<file path="src/rtl/mem_access_ctrl.sv">
// -----------------------------------------------------------------------------
// mem_access_ctrl
//   MEM-stage load/store access controller. Turns one load or store into a
//   single data-memory request (word address, byte enables, lane-replicated
//   write data), stalls the pipeline until the access completes, and for loads
//   registers the returned word plus the byte offset and func3 needed by the
//   downstream load-mask stage.
//
// Ports
//   clk, rst          clock, asynchronous active-high reset
//   req_valid         load/store present in MEM
//   req_is_store      1 = store, 0 = load
//   req_func3         RISC-V func3
//   req_addr          effective byte address
//   req_wdata         store data (rs2)
//   stall             freeze the pipeline this cycle (combinational)
//   err               one-cycle pulse for misaligned address / illegal func3
//   mem_req_valid     request to data memory
//   mem_req_ready     memory accepts the request
//   mem_addr          word-aligned request address
//   mem_we            byte write enables (0 for loads)
//   mem_wdata         lane-replicated store data
//   mem_resp_valid    load data valid
//   mem_resp_data     load data word
//   ld_valid          one-cycle pulse, ld_* fields valid
//   ld_data           raw returned word
//   ld_addr           byte offset of the completed load
//   ld_func3          func3 of the completed load
// -----------------------------------------------------------------------------
module mem_access_ctrl #(
  parameter int WIDTH = 32
) (
  input  logic             clk,
  input  logic             rst,
  input  logic             req_valid,
  input  logic             req_is_store,
  input  logic [2:0]       req_func3,
  input  logic [WIDTH-1:0] req_addr,
  input  logic [WIDTH-1:0] req_wdata,
  output logic             stall,
  output logic             err,
  output logic             mem_req_valid,
  input  logic             mem_req_ready,
  output logic [WIDTH-1:0] mem_addr,
  output logic [3:0]       mem_we,
  output logic [WIDTH-1:0] mem_wdata,
  input  logic             mem_resp_valid,
  input  logic [WIDTH-1:0] mem_resp_data,
  output logic             ld_valid,
  output logic [WIDTH-1:0] ld_data,
  output logic [1:0]       ld_addr,
  output logic [2:0]       ld_func3
);

  localparam logic [1:0] S_IDLE = 2'd0;
  localparam logic [1:0] S_REQ  = 2'd1;
  localparam logic [1:0] S_WAIT = 2'd2;
  localparam logic [1:0] S_DONE = 2'd3;

  logic [1:0]       r_state;
  logic             r_is_store;
  logic [1:0]       r_off;
  logic [2:0]       r_func3;
  logic             r_err;
  logic [WIDTH-1:0] r_mem_addr;
  logic [3:0]       r_mem_we;
  logic [WIDTH-1:0] r_mem_wdata;
  logic [WIDTH-1:0] r_ld_data;
  logic [1:0]       r_ld_addr;
  logic [2:0]       r_ld_func3;

  logic             w_legal;
  logic             w_accept;

  // func3[1:0] encodes the access size (byte/half/word); func3[2] is the
  // unsigned flag, which only exists for byte and halfword loads.
  function automatic logic f_legal(input logic       is_store,
                                   input logic [2:0] func3,
                                   input logic [1:0] off);
    logic ok;
    ok = 1'b1;
    case (func3[1:0])
      2'b00:   ok = 1'b1;
      2'b01:   ok = ~off[0];
      2'b10:   ok = (off == 2'b00);
      default: ok = 1'b0;
    endcase
    if (func3[2] && (is_store || func3[1]))
      ok = 1'b0;
    return ok;
  endfunction

  function automatic logic [3:0] f_byte_en(input logic [2:0] func3,
                                           input logic [1:0] off);
    logic [3:0] be;
    case (func3[1:0])
      2'b00:   be = 4'b0001 << off;
      2'b01:   be = 4'b0011 << {off[1], 1'b0};
      default: be = 4'b1111;
    endcase
    return be;
  endfunction

  // Replicate the store data across all lanes so the memory only needs the
  // byte enables to pick the right bytes.
  function automatic logic [WIDTH-1:0] f_lane_data(input logic [2:0]       func3,
                                                   input logic [WIDTH-1:0] wd);
    logic [WIDTH-1:0] d;
    case (func3[1:0])
      2'b00:   d = {4{wd[7:0]}};
      2'b01:   d = {2{wd[15:0]}};
      default: d = wd;
    endcase
    return d;
  endfunction

  assign w_legal  = f_legal(req_is_store, req_func3, req_addr[1:0]);
  assign w_accept = (r_state == S_IDLE) && req_valid && w_legal;

  always_ff @(posedge clk or posedge rst) begin
    if (rst) begin
      r_state     <= S_IDLE;
      r_is_store  <= 1'b0;
      r_off       <= 2'b00;
      r_func3     <= 3'b000;
      r_err       <= 1'b0;
      r_mem_addr  <= '0;
      r_mem_we    <= 4'b0000;
      r_mem_wdata <= '0;
      r_ld_data   <= '0;
      r_ld_addr   <= 2'b00;
      r_ld_func3  <= 3'b000;
    end else begin
      r_err <= 1'b0;
      case (r_state)
        S_IDLE: begin
          if (req_valid) begin
            if (!w_legal) begin
              r_err <= 1'b1;
            end else begin
              r_is_store  <= req_is_store;
              r_off       <= req_addr[1:0];
              r_func3     <= req_func3;
              r_mem_addr  <= {req_addr[WIDTH-1:2], 2'b00};
              r_mem_we    <= req_is_store ? f_byte_en(req_func3, req_addr[1:0]) : 4'b0000;
              r_mem_wdata <= req_is_store ? f_lane_data(req_func3, req_wdata) : '0;
              r_state     <= S_REQ;
            end
          end
        end
        S_REQ: begin
          if (mem_req_ready)
            r_state <= r_is_store ? S_DONE : S_WAIT;
        end
        S_WAIT: begin
          if (mem_resp_valid) begin
            r_ld_data  <= mem_resp_data;
            r_ld_addr  <= r_off;
            r_ld_func3 <= r_func3;
            r_state    <= S_DONE;
          end
        end
        default: begin
          // DONE: the pipeline advances this cycle; any req_valid seen here is
          // the instruction just completed and must not be re-issued.
          r_state <= S_IDLE;
        end
      endcase
    end
  end

  // Stall covers the accept cycle too, otherwise the instruction would leave
  // MEM before its access has even been issued.
  assign stall         = w_accept || (r_state == S_REQ) || (r_state == S_WAIT);
  assign err           = r_err;
  assign mem_req_valid = (r_state == S_REQ);
  assign mem_addr      = r_mem_addr;
  assign mem_we        = r_mem_we;
  assign mem_wdata     = r_mem_wdata;
  assign ld_valid      = (r_state == S_DONE) && !r_is_store;
  assign ld_data       = r_ld_data;
  assign ld_addr       = r_ld_addr;
  assign ld_func3      = r_ld_func3;

endmodule

</file>
<file path="config.mk">
export PLATFORM = sky130hd
export DESIGN_NAME = mem_access_ctrl
export DESIGN_NICKNAME = d
export VERILOG_FILES = /design/src/rtl/mem_access_ctrl.sv
export SDC_FILE = /design/constraint.sdc
export NUM_CORES = 1
export LEC_CHECK = 0
export ABC_AREA = 1
export CORE_MARGIN = 5
export CORE_UTILIZATION = 45
export CTS_CLUSTER_DIAMETER = 150
export CTS_CLUSTER_SIZE = 14
export DETAILED_ROUTE_END_ITERATION = 8
export PLACE_DENSITY = 0.86
export SETUP_SLACK_MARGIN = 0.2
export SYNTH_ARGS = -nofsm -noshare
export SYNTH_HDL_FRONTEND = slang
export SYNTH_SLANG_ARGS = --single-unit
export TNS_END_PERCENT = 5
</file>
<file path="constraint.sdc">
create_clock -name clk -period 6.7 [get_ports clk]
set_input_delay 1.675 -clock clk [delete_from_list [all_inputs] [get_ports clk]]
set_output_delay 1.675 -clock clk [all_outputs]
set_load 0.005 [all_outputs]
</file>
## Yosys cells after proc, flatten, opt, wreduce, memory -nomap -nowiden

Index checks and enable logic that the tools add are counted.

- Register bits after elaboration: 112
- Output and inout bits: 109
- Word-level logic and storage cells: 52
- Input bits: 105

- Mux-type cells: 15
- Bitwise gates (word level): 1
- Shift-type cells: 2
- Equal/unequal tests: 9
- Reductions and logical operators: 14

Operators by type and width:

| operator | number |
|---|---|
| 32-bit case mux with 2 select lines | 1 |
| 32-bit two-way mux | 1 |
| 2-bit two-way mux | 4 |
| 4-bit case mux with 2 select lines | 1 |
| 2-bit equality test, second input constant | 3 |
| 2-bit zero test | 3 |
| 2-bit inequality test, second input constant | 3 |
| 2-bit case mux with 3 select lines | 1 |
| 1-bit two-way mux | 5 |
| 2-bit by 1-bit equality test with 1-bit output, second input constant | 2 |
| 1-bit logical AND | 4 |
| 4-bit two-way mux | 1 |
| 4-bit AND reduction | 1 |
| 1-bit by 2-bit left shift with 4-bit output, first input constant | 1 |
| 2-bit by 2-bit left shift with 4-bit output, first input constant | 1 |
| 1-bit logical OR | 3 |
| 1-bit case mux with 3 select lines | 1 |
| 3-bit AND reduction | 1 |
| 2-bit by 1-bit inequality test with 1-bit output, second input constant | 1 |
| 2-bit AND reduction | 1 |
| 1-bit zero test | 1 |
| 1-bit inverter | 1 |

## Logic depth before layout (Yosys ltp)

Gate-level depths: netlist of the first run.

- Depth in word-level cells: 6
- Depth in mapped cells: 9
- Gate-level depth less buffers: 8

## Least setup slack after synthesis of the first run

No wires, ideal clock.

- Kind: input to output
- Start point: in req_func3[1]
- End point: out stall
- Buffers on the path: 1
- Data required time: 5.025 ns
- Path slack: 2.726 ns
- Stages on the path: 6
- Arrival: 2.299 ns
- Path through: inv_2 > nand3_1 > nand2_2 > nand2_4 > buf_2 > nand2_1

- Longest elaborated chain between the ends: 6
- Elaborated cells on any way between the ends: 10
- Classes of those cells: eq/ne (2); mux (2); reduce/logical (6)

Ends and longest elaborated chain:

| element | line | text |
|---|---|---|
| start: declaration | 37 | `input logic [2:0] req_func3,` |
| 2-bit equality test (tied with other cells) | 82 | `case (func3[1:0])` |
| 1-bit case mux with 3 select lines or 1-bit logical AND (tied branches) | 82, 88 |  |
| 1-bit two-way mux (*) | 88 | `if (func3[2] && (is_store \|\| func3[1]))` |
| 1-bit logical AND (*) | 118 | `assign w_accept = (r_state == S_IDLE) && req_valid && w_legal;` |
| 1-bit logical OR (*) (2 in series) | 174 | `assign stall = w_accept \|\| (r_state == S_REQ) \|\| (r_state == S_WAIT);` |
| end: declaration | 40 | `output logic stall,` |

Every way passes the cells marked *; elsewhere a longest branch is shown, timed or not.

## Worst setup path after layout of the first run

Ends and elaborated chain as after synthesis.

==> results of run 1 <==
[cells by family (layout without fill, tap and decap cells)]
logic type               Yosys count  in the layout  synth area share, %
other                              1              2              0.07904
AO/OA/AOI/OAI                     29             29                3.164
adder cells (fa/ha/maj)            4              4                1.055
multiplexers                      37             37                8.782
buffers and inverters             48            254                4.800
AND/OR/NAND/NOR                  278            278                23.05
flip-flops                       112            112                59.07
[worst max path at each step]
stage          cells after the start         start             to  slack (ns)
6_report                           7  req_func3[1]          stall        1.52
4_1_cts                            7  req_func3[1]          stall        1.52
2_1_floorplan                      1           rst  err$_DFF_PP0_        2.07
3_3_place_gp                       7  req_func3[1]          stall        1.56
3_5_place_dp                       7  req_func3[1]          stall        1.52
5_1_grt                            7  req_func3[1]          stall        1.38
[cell type report]
type	instances	area, um2
multi-input combinational	350	1718
fill	779	3228
clock inverter	6	53.80
clock buffer	9	123.9
timing repair buffer	213	2127
tap	136	170.2
sequential	112	2803
inverter	26	100.1
[Yosys cell counts]
master                     count  area share (%)
sky130_fd_sc_hd__nand2_1     224              18
sky130_fd_sc_hd__dfrtp_1     112              59
sky130_fd_sc_hd__nor2_1       40             3.2
sky130_fd_sc_hd__mux2_2       37             8.8
sky130_fd_sc_hd__inv_1        24             1.9
sky130_fd_sc_hd__o21ai_0      18             1.9
sky130_fd_sc_hd__buf_2        14             1.5
sky130_fd_sc_hd__a21oi_1       9            0.95
sky130_fd_sc_hd__ha_1          4             1.1
sky130_fd_sc_hd__nand4_1       4            0.53
sky130_fd_sc_hd__buf_6         3            0.71
sky130_fd_sc_hd__clkbuf_1      3            0.24
sky130_fd_sc_hd__nand3_1       3            0.32
sky130_fd_sc_hd__buf_4         2            0.32
sky130_fd_sc_hd__inv_2         2            0.16
sky130_fd_sc_hd__nand2_2       2            0.26
sky130_fd_sc_hd__o21a_1        2            0.32
sky130_fd_sc_hd__or2_2         2            0.26
sky130_fd_sc_hd__conb_1        1           0.079
sky130_fd_sc_hd__nand2_4       1            0.24
sky130_fd_sc_hd__nor2_2        1            0.13
sky130_fd_sc_hd__nor2_8        1            0.42
[report_power, final]
group	total, mW	switching [mW]	leakage (nW)	internal, mW
Clock	0.373	0.234	0.0814	0.139
Combinational	1.26	0.461	1.92	0.799
Sequential	1.19	0.187	1.40	1.00
Total	2.82	0.882	3.40	1.94
[registers in the layout, indices dropped and copies added, names as in the netlist, 2 cells and up]
register,flops
ld_func3,3
r_state,2
r_func3,3
ld_data,32
ld_addr,2
mem_we,4
mem_wdata,32
r_off,2
mem_addr,30
[per-stage QoR]
step,power [mW],worst slack (ns)
final,2.822,1.520
after global routing,3.017,1.382
after detailed placement,2.477,1.523
after CTS,2.858,1.520
after floorplan,1.635,2.066
after global placement,2.414,1.562
[worst register-to-register path, cell delays in order (launching register included)]
cell	delay, ns
sky130_fd_sc_hd__dfrtp_1	0.41
sky130_fd_sc_hd__inv_1	0.08
sky130_fd_sc_hd__ha_1	0.25
sky130_fd_sc_hd__nand2_1	0.10
sky130_fd_sc_hd__inv_1	0.07
sky130_fd_sc_hd__nand2_4	0.07
sky130_fd_sc_hd__buf_4	0.63
sky130_fd_sc_hd__inv_2	0.51
sky130_fd_sc_hd__nand2_1	0.22
sky130_fd_sc_hd__nand2_1	0.07
[metal layers]
layer | global-route usage (%) | part of all wire [%] | up-vias
li1 | - | - | 1978
met1 | 24.83 | 40 | 1926
met2 | 35.66 | 49 | 200
met3 | 6.307 | 9.7 | 24
met4 | 6.010 | 2.0 | 0
met5 | 0 | 0 | -
==> flow_metrics.tcl, run 1 <==
set metrics [dict create \
    hp-class "register to register" \
    setup-violations-final 0 \
    worst_path_max_delay_cell "sky130_fd_sc_hd__clkdlybuf4s50_1" \
    routed_wl_um 13350 \
    grt_use_total_pct 20.63 \
    cts_repair_resize_count 0 \
    hold_depth 2 \
    remaining_max_slew_budget_at_the_tightest_pin_pct 43.41 \
    tritoncts.num_buffers 9 \
    final_cell_count_without_fillers 852 \
    clk_transition_reported_paths_ns 0.10 \
    syn_area_per_cell_um2 9.321 \
    post_cts_hold_buffer_count 0 \
    grt_overflow 0 \
    ios 214 \
    placed_area_um2 6918 \
    timing.reg2reg.worst_path_depth 9 \
    final_antenna_net_count 0 \
    timing.critical_path.max_delay_family "buffers and inverters" \
    detailedRoute.firstIterationViolations 201 \
    setup.worst_path.class "input pin to primary output" \
    routedWlPerCell_um 15.66 \
    vdd_ir_drop_max_mv 0.1944 \
    number_of_placed_instances_taps_included 837 \
    final_nets 821 \
    whs_ns 0.4927 \
    timing.hold.worst.start "mem_we[3]$_DFFE_PP0P_" \
    start_util_pct 45.96 \
    fin_tns_setup_ns 0 \
    h_tree_levels 3 \
    critical-path-top-cell-by-count "sky130_fd_sc_hd__clkdlybuf4s50_1" \
    status "completed" \
    critPathBufInv 3 \
    cellPowerDensity_nw_per_um2 397.8 \
    final_layout_size_suffix_gt1_share_pct 8.939 \
    critical_path.reg2reg.endpoint "r_func3[2]$_DFFE_PP0P_" \
    antenna_found_initial 0 \
    hold_path_end "mem_we[3]$_DFFE_PP0P_" \
    crit_path_max_fanout 36 \
    row_count 37 \
    p_leak_nw 3.399 \
    post_synth_inst_count 509 \
    via_count_of_the_first_global_routing_pass 4299 \
    final_hold_viol_count 0 \
    slowest_cell_delay_on_critical_path_ns 0.51 \
    cap_violations 0 \
    synth.yosys.warnings 0 \
    final_cell_area_um2 7096 \
    fin_util_pct 68.73 \
    distinct_cell_type_count_of_the_synthesized_netlist 22 \
    worstPathArrival_ns 3.51 \
    synth_seq_area_share_pct 59.07 \
    fmax_ghz 0.1930 \
    tritoncts "done" \
    postSynthRegisterBits 112 \
    timing.critical_path.cells "clkdlybuf4s50_1, inv_2, nand3_1, nand2_2, nand2_4, nand2_1, clkdlybuf4s50_1" \
    clock_sink_count 112 \
    grt_pass1_wl_um 21290 \
    cts-root-buf "sky130_fd_sc_hd__clkbuf_8" \
    grt_setup_unrepaired "no" \
    cts_post_setup_buffers_inserted 0 \
    worstSetupStartpointType "input pin" \
    port_buffers 211 \
    setup.worst_path.end_class "primary output" \
    clk-insertion-delay-late_ns 0.36 \
    placeableCoreArea_um2 10320 \
    maxSlewViolCount 0 \
    syn-cell-area_um2 4745 \
    most-common-layout-cells "sky130_fd_sc_hd__nand2_1, sky130_fd_sc_hd__clkdlybuf4s50_1, sky130_fd_sc_hd__dfrtp_1" \
    crit_required_ns 5.03 \
    gp_routability_congestion 0.8395 \
    antennaDiodeCount 0 \
    clk_path_buf_depth 2 \
    detailedRoute.firstPassIterationCount 5 \
    worstReg2RegStart "r_state[0]$_DFFE_PP0P_" \
    grt_start_max_net_pins 82 \
    hpwl_um 10030 \
    remaining_drc_errors 0 \
    worst_pin_slew_ns 0.8458 \
    final.period_utilization_pct 77.32 \
    worst-r2r-setup-slack_ns 4.20 \
    layout_min_cycle_time_ns 5.180 \
    die_h_um 112.7 \
    routed-via-count 4128 \
    layout.cells.most_common "sky130_fd_sc_hd__nand2_1" \
    route.detailed.vias_per_inst 4.845 \
    clock_skew_ns 0.01494 \
    die_area_um2 12700 \
    chipWidth_um 112.7 \
    syn_to_final_growth_pct 49.55 \
]
Power figures use the tool's default switching activity.
==> run 2: changes to the inputs <==
CORE_UTILIZATION = 38   (was 45)
PLACE_DENSITY = 0.77   (was 0.86)
clock period = 4.4 ns   (was 6.7 ns; I/O delays follow)
==> run 2 against run 1 <==
Die area up 17%. Clock power up 110%. Sequential share of layout area down 0.93 points. Power up 60%. Count of clock-buffer cells in the layout up 3. Sequential power up 51%. First-iteration DRC count down 4.0%. Critical path depth unchanged. Via count down 1.3%.
==> flow_metrics.tcl, run 2 (same netlist as run 1, synthesis figures left out) <==
set metrics [dict create \
    start_util_pct 39.17 \
    clk_transition_reported_paths_ns 0.07 \
    clk_path_buf_depth 2 \
    worstSetupStartpointType "input pin" \
    final_antenna_net_count 0 \
    hpwl_um 9827 \
    grt_pass1_wl_um 21660 \
    cap_violations 0 \
    setup-violations-final 0 \
    final.period_utilization_pct 84.48 \
    setup.worst_path.class "input pin to primary output" \
    tritoncts "done" \
    grt_overflow 0 \
    slowest_cell_delay_on_critical_path_ns 0.52 \
    remaining_max_slew_budget_at_the_tightest_pin_pct 41.74 \
    routedWlPerCell_um 14.75 \
    clock_sink_count 112 \
    cts_repair_resize_count 0 \
    crit_required_ns 3.30 \
    final_nets 823 \
    post_cts_hold_buffer_count 0 \
    grt_start_max_net_pins 82 \
    worstPathArrival_ns 2.62 \
    maxSlewViolCount 0 \
    cts_post_setup_buffers_inserted 0 \
    route.detailed.vias_per_inst 4.594 \
    vdd_ir_drop_max_mv 0.3145 \
    worst_path_max_delay_cell "sky130_fd_sc_hd__clkdlybuf4s50_1" \
    row_count 40 \
    clock_skew_ns 0.004577 \
    met2_length_um 6305 \
    p_leak_nw 3.465 \
    fin_tns_setup_ns 0 \
    placeableCoreArea_um2 12110 \
    tritoncts.num_buffers 9 \
    h_tree_levels 3 \
    final_hold_viol_count 0 \
    gp_routability_congestion 0.8696 \
    worst_pin_slew_ns 0.8739 \
    antennaDiodeCount 0 \
    placement.setup.worst_slack_ns 0.6871 \
    n_fill_cell 1087 \
    remaining_drc_errors 0 \
    status "completed" \
    syn_to_final_growth_pct 53.16 \
    setup.worst_path.end_class "primary output" \
    wl_met3_um 1099 \
    cellPowerDensity_nw_per_um2 620.0 \
    clk-insertion-delay-late_ns 0.34 \
    grt_use_total_pct 18.23 \
    detailedRoute.firstIterationViolations 193 \
    final_layout_size_suffix_gt1_share_pct 9.318 \
    routed_wl_um 13090 \
    antenna_found_initial 0 \
    chipWidth_um 121.7 \
    critPathBufInv 2 \
    hp-class "register to register" \
    die_h_um 121.7 \
    most-common-layout-cells "sky130_fd_sc_hd__nand2_1, sky130_fd_sc_hd__clkdlybuf4s50_1, sky130_fd_sc_hd__dfrtp_1" \
    wirelength_met1_um 5416 \
    routed-via-count 4075 \
    detailedRoute.firstPassIterationCount 4 \
    max_used_layer "met4" \
    ios 214 \
    cts-root-buf "sky130_fd_sc_hd__clkbuf_16" \
    fmax_ghz 0.2690 \
    timing.critical_path.max_delay_family "buffers and inverters" \
    die_area_um2 14820 \
    timing.critical_path.cells "clkdlybuf4s50_1, nor2_2, nand2_1, nand2_2, nand2_4, nand2_1, clkdlybuf4s50_1" \
    via_count_of_the_first_global_routing_pass 4337 \
    layout_min_cycle_time_ns 3.717 \
    report.power.total_mw 4.505 \
    port_buffers 211 \
    layout.cells.most_common "sky130_fd_sc_hd__nand2_1" \
    grt_setup_unrepaired "no" \
    crit_path_max_fanout 5 \
    final_worst_setup_slack_ns 0.6829 \
]
-- run 2: cell count changes in the layout (fill, tap and decap cells not counted), sizes merged --
cell and change:
buf +2, inv -2, clkbuf +3
-- run 2: layout make-up --
type                            count  area (um2)  area share, %
Clock buffer                       12       266.5          3.667
Clock inverter                      4       27.53         0.3788
Inverter                           26       100.1          1.377
Multi-Input combinational cell    350        1718          23.64
Sequential cell                   112        2803          38.57
Tap cell                          168       210.2          2.893
Timing Repair Buffer              215        2142          29.48
-- run 2: path summary, 6_finish.rpt --
kind / startpoint / endpoint / slack, ns / cells after the start
min in group asynchronous: rst / mem_addr[12]$_DFFE_PP0P_ / 1.29 / 2
max in group asynchronous: rst / mem_wdata[26]$_DFFE_PP0P_ / 2.26 / 3
setup / recovery: req_func3[0] / stall / 0.68 / 7
hold reg to reg: mem_addr[3]$_DFFE_PP0P_ / mem_addr[3]$_DFFE_PP0P_ / 0.48 / 2
setup reg to reg: r_state[0]$_DFFE_PP0P_ / mem_addr[26]$_DFFE_PP0P_ / 2.00 / 9
hold / removal: mem_addr[3]$_DFFE_PP0P_ / mem_addr[3]$_DFFE_PP0P_ / 0.48 / 2
-- run 2: routing by layer --
| metal | GRT usage, % | vias to the layer above |
|---|---|---|
| met5 | 0 | - |
| met4 | 6.373 | 0 |
| met3 | 5.757 | 18 |
| met2 | 29.90 | 154 |
| met1 | 22.78 | 1922 |
| li1 | - | 1981 |
-- run 2: tightest hold or removal path, delay by kind of cell (launching register included) --
family,cells,cell delay (ns)
and+or+nand+nor,2,0.10
DFF,1,0.34
-- run 2: power breakdown --
group	switching, mW	internal [mW]	total [mW]
Combinational	0.699	1.22	1.92
Sequential	0.268	1.53	1.80
Clock	0.361	0.430	0.790
Total	1.33	3.18	4.51
-- run 2: per-stage QoR --
stage | area [um2] | hold WS [ns] | instances | util (%)
final | 7267 | 0.4781 | 887 | 60.00
after detailed placement | 6973 | 0.4636 | 871 | 57.57
after CTS | 7267 | 0.4832 | 887 | 60.00
after floorplan | 4748 | 0.4450 | 510 | -
after global routing | 7267 | 0.4995 | 887 | 60.00
after global placement | 6973 | 0.4620 | 871 | 57.57
==> run 3: changes to the inputs <==
clock period = 3.3 ns   (was 4.4 ns; I/O delays follow)
==> run 3 against run 2 <==
Register-to-register slack lost 0.87 ns. Worst hold slack got worse by 0.0026 ns. Die area stayed put. Global-route usage shrank 0.20 points. Critical endpoint unchanged. Largest cell class unchanged. Highest routed layer unchanged.
==> flow_metrics.tcl, run 3 (same netlist as run 1, synthesis figures left out) <==
set metrics [dict create \
    final_antenna_net_count 0 \
    routed-via-count 4072 \
    critPathBufInv 2 \
    hp-class "register to register" \
    crit_required_ns 2.47 \
    cts-root-buf "sky130_fd_sc_hd__clkbuf_16" \
    clock_sink_count 112 \
    antenna_found_initial 0 \
    p_leak_nw 3.499 \
    fin_tns_setup_ns 0 \
    via_count_of_the_first_global_routing_pass 4271 \
    chipWidth_um 121.7 \
    layout_min_cycle_time_ns 2.845 \
    placed_area_um2 7002 \
    row_count 40 \
    timing.critical_path.max_delay_family "buffers and inverters" \
    grt_start_max_net_pins 113 \
    final_cell_area_um2 7315 \
    setup.worst_path.class "input pin to primary output" \
    cellPowerDensity_nw_per_um2 835.5 \
    ios 214 \
    clk-insertion-delay-late_ns 0.35 \
    maxSlewViolCount 0 \
    placeableCoreArea_um2 12110 \
    final_layout_size_suffix_gt1_share_pct 9.444 \
    remaining_max_slew_budget_at_the_tightest_pin_pct 43.89 \
    grt_use_total_pct 18.03 \
    syn_to_final_growth_pct 54.17 \
    worst_path_max_delay_cell "sky130_fd_sc_hd__clkdlybuf4s50_1" \
    setup-violations-final 0 \
    route.detailed.vias_per_inst 4.586 \
    setup.worst_path.end_class "primary output" \
    grt_overflow 0 \
    die_h_um 121.7 \
    clk_path_buf_depth 2 \
    final.period_utilization_pct 86.22 \
    routedWlPerCell_um 14.66 \
    area.sequential_um2 2803 \
    post_cts_hold_buffer_count 0 \
    most-common-layout-cells "sky130_fd_sc_hd__nand2_1, sky130_fd_sc_hd__clkdlybuf4s50_1, sky130_fd_sc_hd__dfrtp_1" \
    crit_path_max_fanout 4 \
    worstSetupStartpointType "input pin" \
    whs_ns 0.4756 \
    remaining_drc_errors 0 \
    antennaDiodeCount 0 \
    clock_skew_ns 0.009949 \
    cap_violations 0 \
    timing.critical_path.cells "clkdlybuf4s50_1, nand2_1, nand3_1, nand2_2, nand2_4, nand2_1, dlygate4sd2_1" \
    die_area_um2 14820 \
    detailedRoute.firstPassIterationCount 4 \
    gp_routability_congestion 0.8346 \
    critical-path-top-cell-by-count "sky130_fd_sc_hd__nand2_1" \
    grt_pass1_wl_um 21430 \
    detailedRoute.firstIterationViolations 147 \
    n_fill_cell 1057 \
    tritoncts.num_buffers 9 \
    report.power.total_mw 6.111 \
    status "completed" \
    layout.cells.most_common "sky130_fd_sc_hd__nand2_1" \
    fmax_ghz 0.3514 \
    port_buffers 211 \
    final_hold_viol_count 0 \
    clk_transition_reported_paths_ns 0.07 \
    slowest_cell_delay_on_critical_path_ns 0.54 \
    worstPathArrival_ns 2.02 \
    hpwl_um 9717 \
    start_util_pct 39.17 \
    h_tree_levels 3 \
    grt_setup_unrepaired "no" \
    routed_wl_um 13020 \
    worst_pin_slew_ns 0.8416 \
    vdd_ir_drop_max_mv 0.3849 \
    multi_input_comb_area_um2 1718 \
    tritoncts "done" \
    final_nets 825 \
]
## run 3: path summary, 6_finish.rpt
check                           slack, ns  cells after the start                    from                  endpoint
worst max-delay path                 0.45                      7            req_is_store                     stall
worst max register to register       1.13                     10  r_state[0]$_DFFE_PP0P_  mem_addr[18]$_DFFE_PP0P_
worst min-delay path                 0.48                      2  r_func3[2]$_DFFE_PP0P_    r_func3[2]$_DFFE_PP0P_
max in group asynchronous            1.83                      3                     rst  mem_wdata[8]$_DFFE_PP0P_
worst min register to register       0.48                      2  r_func3[2]$_DFFE_PP0P_    r_func3[2]$_DFFE_PP0P_
min in group asynchronous            0.99                      3                     rst   ld_data[15]$_DFFE_PP0P_
## run 3: repair_timing
item / CTS / global route
setup buffers: 0 / 0
hold endpoints to repair: 0 / 0
gates resized for setup: 3 / 0
setup endpoints to repair: 1 / 0
## run 3: routing by layer
layer	wire length, um	GRT usage [%]	vias to the layer above
li1	-	-	1992
met1	5444	21.71	1908
met2	6109	29.59	157
met3	1248	6.732	15
met4	220	6.653	0
met5	0	0	-
## run 3: worst register-to-register path: cells and delay by family, from the launching register on
kind | cells | cell delay [ns]
buffers and inverters | 5 | 1.13
flip-flops | 1 | 0.39
AND/OR/NAND/NOR | 4 | 0.28
adder cells (fa/ha/maj) | 1 | 0.25
## run 3: through the flow
step / util, % / setup slack (ns) / cells
6_report: 60.39 / 0.4546 / 888
3_5_place_dp: 57.81 / 0.1429 / 873
4_1_cts: 60.39 / 0.4393 / 888
3_3_place_gp: 57.81 / 0.1729 / 873
5_1_grt: 60.39 / 0.3456 / 888
2_1_floorplan: - / 1.026 / 510
## run 3: layout make-up
type | instances | area share, %
repair buffers | 217 | 29.61
flip-flops and latches | 112 | 38.32
clock buffers | 9 | 3.079
multi-input cells | 350 | 23.49
well taps | 168 | 2.874
clock inverters | 6 | 1.249
inverters | 26 | 1.386
## run 3: report_power, final
part           switching [mW]  leakage [nW]  internal [mW]
Combinational           0.924          1.95           1.62
Clock                   0.496         0.156          0.667
Sequential              0.361          1.40           2.04
